File: src/rtl/uart_pkg.sv
// Shared UART types and constants for the RX path and the WB UART slave.
package uart_pkg;

    typedef enum logic [1:0] {
        IDLE  = 2'd0,
        START = 2'd1,
        DATA  = 2'd2,
        STOP  = 2'd3
    } uart_state_t;

    localparam int unsigned lp_UART_DW      = 8;
    localparam int unsigned lp_DEF_BAUD_DIV = 868;
    localparam int unsigned lp_BAUD_CW      = 16;

    // Status register bit positions, shared with the WB slave.
    localparam int unsigned lp_STS_BUSY_BIT = 0;
    localparam int unsigned lp_STS_EF_BIT   = 1;

endpackage

File: src/rtl/uart_sync_fifo.sv
// Single-clock first-word-fall-through FIFO with registered empty/full/count/head.
// AW must be at least 1.
module uart_sync_fifo #(
    parameter int unsigned AW = 4,
    parameter int unsigned DW = 8
) (
    input  logic          i_clk,
    input  logic          i_srst_n,
    input  logic          i_wr,
    input  logic [DW-1:0] iv_wdata,
    input  logic          i_rd,
    output logic          o_ef,
    output logic          o_ff,
    output logic [AW:0]   ov_cnt,
    output logic [DW-1:0] ov_rdata,
    output logic          o_wr_drop_c
);

    localparam int unsigned lp_DEPTH = 1 << AW;

    logic [DW-1:0] r_mem [lp_DEPTH];
    logic [AW:0]   r_wp;
    logic [AW:0]   r_rp;
    logic [AW:0]   r_cnt;
    logic          r_ef;
    logic          r_ff;
    logic [DW-1:0] r_head;

    logic          w_pop;
    logic          w_push;
    logic [AW:0]   w_wp_nxt;
    logic [AW:0]   w_rp_nxt;
    logic          w_ef_nxt;
    logic          w_ff_nxt;
    logic [DW-1:0] w_head_nxt;

    // Accept/pop qualification and next-state view of pointers and head word.
    always_comb begin
        w_pop       = i_rd & ~r_ef;
        w_push      = i_wr & (~r_ff | w_pop);
        o_wr_drop_c = i_wr & ~w_push;
        w_wp_nxt    = r_wp + (AW+1)'(w_push);
        w_rp_nxt    = r_rp + (AW+1)'(w_pop);
        w_ef_nxt    = (w_wp_nxt == w_rp_nxt);
        w_ff_nxt    = (w_wp_nxt[AW] != w_rp_nxt[AW]) &&
                      (w_wp_nxt[AW-1:0] == w_rp_nxt[AW-1:0]);
        w_head_nxt  = r_head;
        if (!w_ef_nxt) begin
            // The new head is the word being written when it lands in the head slot.
            if (w_push && (w_rp_nxt[AW-1:0] == r_wp[AW-1:0])) begin
                w_head_nxt = iv_wdata;
            end else begin
                w_head_nxt = r_mem[w_rp_nxt[AW-1:0]];
            end
        end
    end

    // Storage array; contents are don't-care until written, so no reset.
    always_ff @(posedge i_clk) begin
        if (w_push) begin
            r_mem[r_wp[AW-1:0]] <= iv_wdata;
        end
    end

    // Pointers plus registered flags, count and head word.
    always_ff @(posedge i_clk) begin
        if (!i_srst_n) begin
            r_wp   <= '0;
            r_rp   <= '0;
            r_cnt  <= '0;
            r_ef   <= 1'b1;
            r_ff   <= 1'b0;
            r_head <= '0;
        end else begin
            r_wp   <= w_wp_nxt;
            r_rp   <= w_rp_nxt;
            r_cnt  <= w_wp_nxt - w_rp_nxt;
            r_ef   <= w_ef_nxt;
            r_ff   <= w_ff_nxt;
            r_head <= w_head_nxt;
        end
    end

    assign o_ef     = r_ef;
    assign o_ff     = r_ff;
    assign ov_cnt   = r_cnt;
    assign ov_rdata = r_head;

endmodule

File: src/rtl/uart_rx_fifo.sv
// 8N1 UART receiver feeding a FWFT receive FIFO, with framing/overflow status.
module uart_rx_fifo
    import uart_pkg::*;
#(
    parameter int unsigned BAUD_DIV    = lp_DEF_BAUD_DIV,
    parameter int unsigned FIFO_AW     = 4,
    parameter int unsigned SYNC_STAGES = 2
) (
    input  logic                  i_clk,
    input  logic                  i_srst_n,
    input  logic                  i_uart_rx,
    input  logic                  i_rfifo_rd,
    output logic                  o_rfifo_ef,
    output logic [7:0]            ov_rfifo_data,
    output logic                  o_rfifo_ff,
    output logic [FIFO_AW:0]      ov_rfifo_cnt,
    output logic                  o_frame_err,
    output logic                  o_ovf_err,
    input  logic                  i_err_clr,
    output logic                  o_rx_busy
);

    localparam int unsigned lp_HALF  = BAUD_DIV / 2 - 1;
    localparam int unsigned lp_FULL  = BAUD_DIV - 1;
    localparam int unsigned lp_BIT_W = $clog2(lp_UART_DW);

    logic [SYNC_STAGES-1:0] r_sync;
    logic                   r_rx_d;
    uart_state_t            r_state;
    logic [lp_BAUD_CW-1:0]  r_baud;
    logic [lp_BIT_W-1:0]    r_bit;
    logic [lp_UART_DW-1:0]  r_shift;
    logic                   r_frame_err;
    logic                   r_busy;
    logic                   r_ovf;

    logic                   w_rx_s;
    logic                   w_fall;
    logic                   w_cnt_zero;
    logic                   w_push;
    logic                   w_drop;

    assign w_rx_s     = r_sync[SYNC_STAGES-1];
    assign w_fall     = r_rx_d & ~w_rx_s;
    assign w_cnt_zero = (r_baud == '0);
    assign w_push     = (r_state == STOP) & w_cnt_zero & w_rx_s;

    // Metastability synchronizer and edge-detect history; idle line is high.
    always_ff @(posedge i_clk) begin
        if (!i_srst_n) begin
            r_sync <= '1;
            r_rx_d <= 1'b1;
        end else begin
            r_sync <= {r_sync[SYNC_STAGES-2:0], i_uart_rx};
            r_rx_d <= w_rx_s;
        end
    end

    // Receive FSM with baud counter; samples at counter zero, mid-bit.
    always_ff @(posedge i_clk) begin
        if (!i_srst_n) begin
            r_state     <= IDLE;
            r_baud      <= '0;
            r_bit       <= '0;
            r_shift     <= '0;
            r_frame_err <= 1'b0;
            r_busy      <= 1'b0;
        end else begin
            r_frame_err <= 1'b0;
            case (r_state)
                IDLE: begin
                    if (w_fall) begin
                        r_baud  <= lp_BAUD_CW'(lp_HALF);
                        r_state <= START;
                        r_busy  <= 1'b1;
                    end
                end
                START: begin
                    if (w_cnt_zero) begin
                        if (!w_rx_s) begin
                            r_bit   <= '0;
                            r_baud  <= lp_BAUD_CW'(lp_FULL);
                            r_state <= DATA;
                        end else begin
                            // Start bit did not hold to mid-bit: treat as a glitch.
                            r_state <= IDLE;
                            r_busy  <= 1'b0;
                        end
                    end else begin
                        r_baud <= r_baud - lp_BAUD_CW'(1);
                    end
                end
                DATA: begin
                    if (w_cnt_zero) begin
                        r_shift <= {w_rx_s, r_shift[lp_UART_DW-1:1]};
                        r_baud  <= lp_BAUD_CW'(lp_FULL);
                        if (r_bit == lp_BIT_W'(lp_UART_DW - 1)) begin
                            r_state <= STOP;
                        end else begin
                            r_bit <= r_bit + lp_BIT_W'(1);
                        end
                    end else begin
                        r_baud <= r_baud - lp_BAUD_CW'(1);
                    end
                end
                STOP: begin
                    if (w_cnt_zero) begin
                        r_frame_err <= ~w_rx_s;
                        r_state     <= IDLE;
                        r_busy      <= 1'b0;
                    end else begin
                        r_baud <= r_baud - lp_BAUD_CW'(1);
                    end
                end
                default: begin
                    r_state <= IDLE;
                    r_busy  <= 1'b0;
                end
            endcase
        end
    end

    // Sticky overflow flag; a new drop wins over a simultaneous clear.
    always_ff @(posedge i_clk) begin
        if (!i_srst_n) begin
            r_ovf <= 1'b0;
        end else if (w_drop) begin
            r_ovf <= 1'b1;
        end else if (i_err_clr) begin
            r_ovf <= 1'b0;
        end
    end

    uart_sync_fifo #(
        .AW (FIFO_AW),
        .DW (lp_UART_DW)
    ) u_fifo (
        .i_clk       (i_clk),
        .i_srst_n    (i_srst_n),
        .i_wr        (w_push),
        .iv_wdata    (r_shift),
        .i_rd        (i_rfifo_rd),
        .o_ef        (o_rfifo_ef),
        .o_ff        (o_rfifo_ff),
        .ov_cnt      (ov_rfifo_cnt),
        .ov_rdata    (ov_rfifo_data),
        .o_wr_drop_c (w_drop)
    );

    assign o_frame_err = r_frame_err;
    assign o_ovf_err   = r_ovf;
    assign o_rx_busy   = r_busy;

endmodule

File: config.mk
export PLATFORM = sky130hd
export DESIGN_NAME = uart_rx_fifo
export DESIGN_NICKNAME = d
export VERILOG_FILES = /design/src/rtl/uart_pkg.sv /design/src/rtl/uart_sync_fifo.sv /design/src/rtl/uart_rx_fifo.sv
export SDC_FILE = /design/constraint.sdc
export NUM_CORES = 1
export LEC_CHECK = 0
export BUFFER_PORTS_ARGS = -buffer_cell sky130_fd_sc_hd__buf_2
export CORE_MARGIN = 10
export CORE_UTILIZATION = 50
export CTS_BUF_LIST = sky130_fd_sc_hd__clkbuf_8
export CTS_CLUSTER_DIAMETER = 150
export DETAILED_ROUTE_END_ITERATION = 8
export PLACE_DENSITY = 0.74
export SLEW_MARGIN = 20
export SYNTH_ARGS = -nofsm -noshare
export SYNTH_HDL_FRONTEND = slang
export SYNTH_SLANG_ARGS = --single-unit
File: constraint.sdc
create_clock -name i_clk -period 5.37 [get_ports i_clk]
set_clock_uncertainty 0.1 [all_clocks]
set_input_delay 0.2685 -clock i_clk [delete_from_list [all_inputs] [get_ports i_clk]]
set_output_delay 0.2685 -clock i_clk [all_outputs]
set_load 0.01 [all_outputs]
==> impl_metrics.ini <==
[route]
drt-wirelength-per-cell_um = 20.4
ant_nets = 0
drt_iter0_markers = 385
dr.pass1.iters = 5
drc = 0
vias_per_cell = 5.78
drt-total-wl_mm = 16.2
vias = 4604

[timing]
final_max_slew_viol_count = 0
timing.fmax_mhz = 270
tns_ps = 0
tightestPinTransition_ps = 957
finalCriticalPeriod_ps = 3710
finalHoldViolCount = 0
setup_viol = 0
grt_setup_unrepaired = false
slew_headroom_pct = 36.2
period_share_pct = 69.0
fin_ws_ps = 1660

[critical_path]
r2r_start = u_fifo.o_ef
crit_path_end_kind = register
crit_family = simple AND/OR/NAND/NOR gates
critPathArrivalTime_ps = 4030
rr_endpoint = u_fifo.ov_rdata[1]
critPathMaxStageDelay_ps = 520
cp_num_buf_inv = 2
slowest_stage = xnor2_2
worstRegToRegCells = 11
crit_chain = nand2b_1 -> inv_1 -> ha_2 -> nand3_1 -> xnor2_2 -> clkinv_1 -> ha_1 -> and4_1 -> a221oi_4 -> and3_1 -> a221o_1
worstSetupStartpointType = register
crit_fanout = 10
required_ps = 5690
ff2ff_setup_slack_ps = 1660
crit_type = register to register

[yosys]
ys_types = 69
synth.area.top_cells = edfxtp_1 (48%), dfxtp_1 (15%), mux4_2 (9.1%)
synth_seq_area_share_pct = 63.4
synth_cells = 542
synth_fp_nets = 565
async_flop_share_pct = 0
netlist_area_um2 = 7960
synth_top_area_share_pct = 48.3
synth_edf_count = 128
yosysTopAreaCell = edfxtp_1
synth_area_per_cell_um2 = 14.7
synth_flop_cell = edfxtp_1
yosysWarnings = 0
ys_seq_elements = 188

[global_routing]
first_global_vias = 4802
antenna_found_initial = 0
grt_overflow = 0
track_usage_pct = 15.7
grt_pass1_wl_mm = 26.3
grt_max_degree = 28

[floorplanning]
coreArea_um2 = 15800
ios = 23
placementRows = 46
die_y_um = 146
initial_utilization_pct = 50.5
die_area_um2 = 21400
fp.dieW_um = 146

[power]
peakVddDrop_uv = 266
leakage_nw = 3.01
power_frac_seq_pct = 53.5
p_comb_share_pct = 14.0
powerDensity_nw_per_um2 = 342
p_int_mw = 2.13
swShare_pct = 28.3
p_switching_mw = 0.840
power_frac_clock_pct = 32.5

[worst_hold_path]
hold_depth = 2
hp-class = input pin to register
hold_path_end = r_sync[1]
hold_start = i_srst_n

[final_layout]
num_antenna_cells = 0
num-nets-final = 591
areaGrowthSynthToFinish_pct = 9.24
drive_above_1_share_pct = 19.8

[clocking]
clock_latency_ps = 470
clk_pin_slew_worst_paths_ps = 100
ctsResizeCount = 0
cts_made_buffers = 17
cts_tree = done
clk_path_buf_depth = 2
cts.sinks = 188
cts_root_buf = clkbuf_8
h-tree-depth = 4

[placement]
port_buffers = 22
preCtsSetupSlack_ps = 1740
gp_congestion = 0.845
dp_hpwl_mm = 10.7

[flow_run]
maxCapViolCount = 0

[run_status]
status = finished, final reports clean
==> kinds of logic (layout without fill, tap and decap cells) <==
| family | Yosys count | count (layout) | share of synthesized area [%] |
|---|---|---|---|
| buffers and inverters | 37 | 76 | 2.19 |
| adders and majority gates | 18 | 18 | 2.92 |
| and+or+nand+nor | 162 | 162 | 10.7 |
| AOI/OAI and AO/OA | 67 | 67 | 6.27 |
| xor gates and xnor gates | 21 | 21 | 3.35 |
| DFF | 188 | 188 | 63.4 |
| muxes | 49 | 49 | 11.2 |
==> placed cells by master, fill, tap and decap left out, types with 4 or more instances in the layout <==
master	instances
xor2_1	10
mux4_2	32
o31ai_1	4
a31oi_1	5
inv_1	13
nand2_1	46
and3_1	11
clkbuf_8	17
nor2_1	43
edfxtp_1	128
nand3_1	16
clkinv_4	4
a21oi_1	20
nor3_1	4
a21o_1	4
and2_1	7
nand2b_1	10
dfxtp_1	60
xnor2_1	4
a221o_1	8
ha_1	16
buf_4	4
mux2i_1	17
o211ai_1	4
inv_8	4
buf_2	22
==> repair_timing <==
| item | CTS | global route |
|---|---|---|
| buffers inserted | 0 | 0 |
| hold buffers | 2 | 0 |
| hold endpoints to repair | 2 | 0 |
==> routing by layer <==
metal,GRT usage (%),wire (um),vias to the layer above
li1,-,-,2108
met1,19.9,6980,2282
met2,25.0,7740,186
met3,3.86,1110,28
met4,7.21,413,0
met5,0,0,-
==> stage by stage <==
stage	hold slack, ps	total power [mW]	instances	cell area, um2	utilization [%]
after floorplan	270	1.95	542	7960	-
after global placement	292	2.02	763	8260	52.4
after detailed placement	310	2.03	763	8260	52.4
after CTS	93.9	2.99	797	8690	55.1
after global routing	119	3.10	797	8690	55.1
final	124	2.97	797	8690	55.1
==> how the worst max path moves through the flow <==
stage	cells past startpoint	end	from	slack, ps
floorplan	13	u_fifo.ov_rdata[0]	u_fifo.o_ef	2180
finish	11	u_fifo.ov_rdata[1]	u_fifo.o_ef	1660
global route	11	u_fifo.ov_rdata[3]	u_fifo.o_ef	1400
global placement	11	u_fifo.ov_rdata[6]	u_fifo.o_ef	1830
CTS	11	u_fifo.ov_rdata[0]	u_fifo.o_ef	1710
detailed placement	11	u_fifo.ov_rdata[0]	u_fifo.o_ef	1740
==> power by group through the flow <==
| stage | logic, mW | clock network (mW) | registers, mW |
|---|---|---|---|
| after floorplan | 0.334 | 0 | 1.62 |
| after global placement | 0.397 | 0 | 1.62 |
| after detailed placement | 0.407 | 0 | 1.62 |
| after CTS | 0.412 | 0.983 | 1.59 |
| after global routing | 0.464 | 1.04 | 1.60 |
| final | 0.417 | 0.965 | 1.59 |
==> synthesized netlist by cell type (2+ instances only) <==
cell / number
buf_4: 4
dfxtp_1: 60
nand3_1: 16
and2_1: 7
nand4b_1: 2
clkbuf_1: 10
o21ai_0: 2
xnor2_2: 2
o32ai_1: 2
o211ai_1: 4
xnor2_1: 4
nand2b_1: 10
nand2_1: 46
o31a_1: 3
clkinv_1: 2
xor2_1: 10
xor2_2: 2
mux4_2: 32
a21oi_1: 20
o22ai_1: 3
and3_1: 11
a221o_1: 8
nor3_1: 5
nor2_1: 43
nor2b_1: 2
a21o_1: 4
buf_2: 4
inv_1: 13
mux2i_1: 17
buf_6: 2
a31oi_1: 5
ha_1: 17
edfxtp_1: 128
nor3_2: 2
o31ai_1: 4
nand3b_1: 3
==> registers in the layout, summed over array words and instances, names as in the netlist, named ones only <==
register	flops
o_rx_busy	1
o_ovf_err	1
r_baud	16
r_bit	3
u_fifo.ov_cnt	5
u_fifo.r_wp	5
o_frame_err	1
u_fifo.ov_rdata	8
r_shift	8
u_fifo.r_rp	5
r_rx_d	1
u_fifo.o_ff	1
r_state	1
r_sync	2
u_fifo.o_ef	1
u_fifo.r_mem	128
==> area by class of cell <==
class	instances	area, um2
clock inverter	15	178
multi-input combinational	317	2750
inverter	16	60.1
timing repair buffer	28	160
clock buffer	17	234
fill	1291	7080
sequential	188	5040
tap	216	270
No activity file was read; power rests on OpenSTA's default activity.
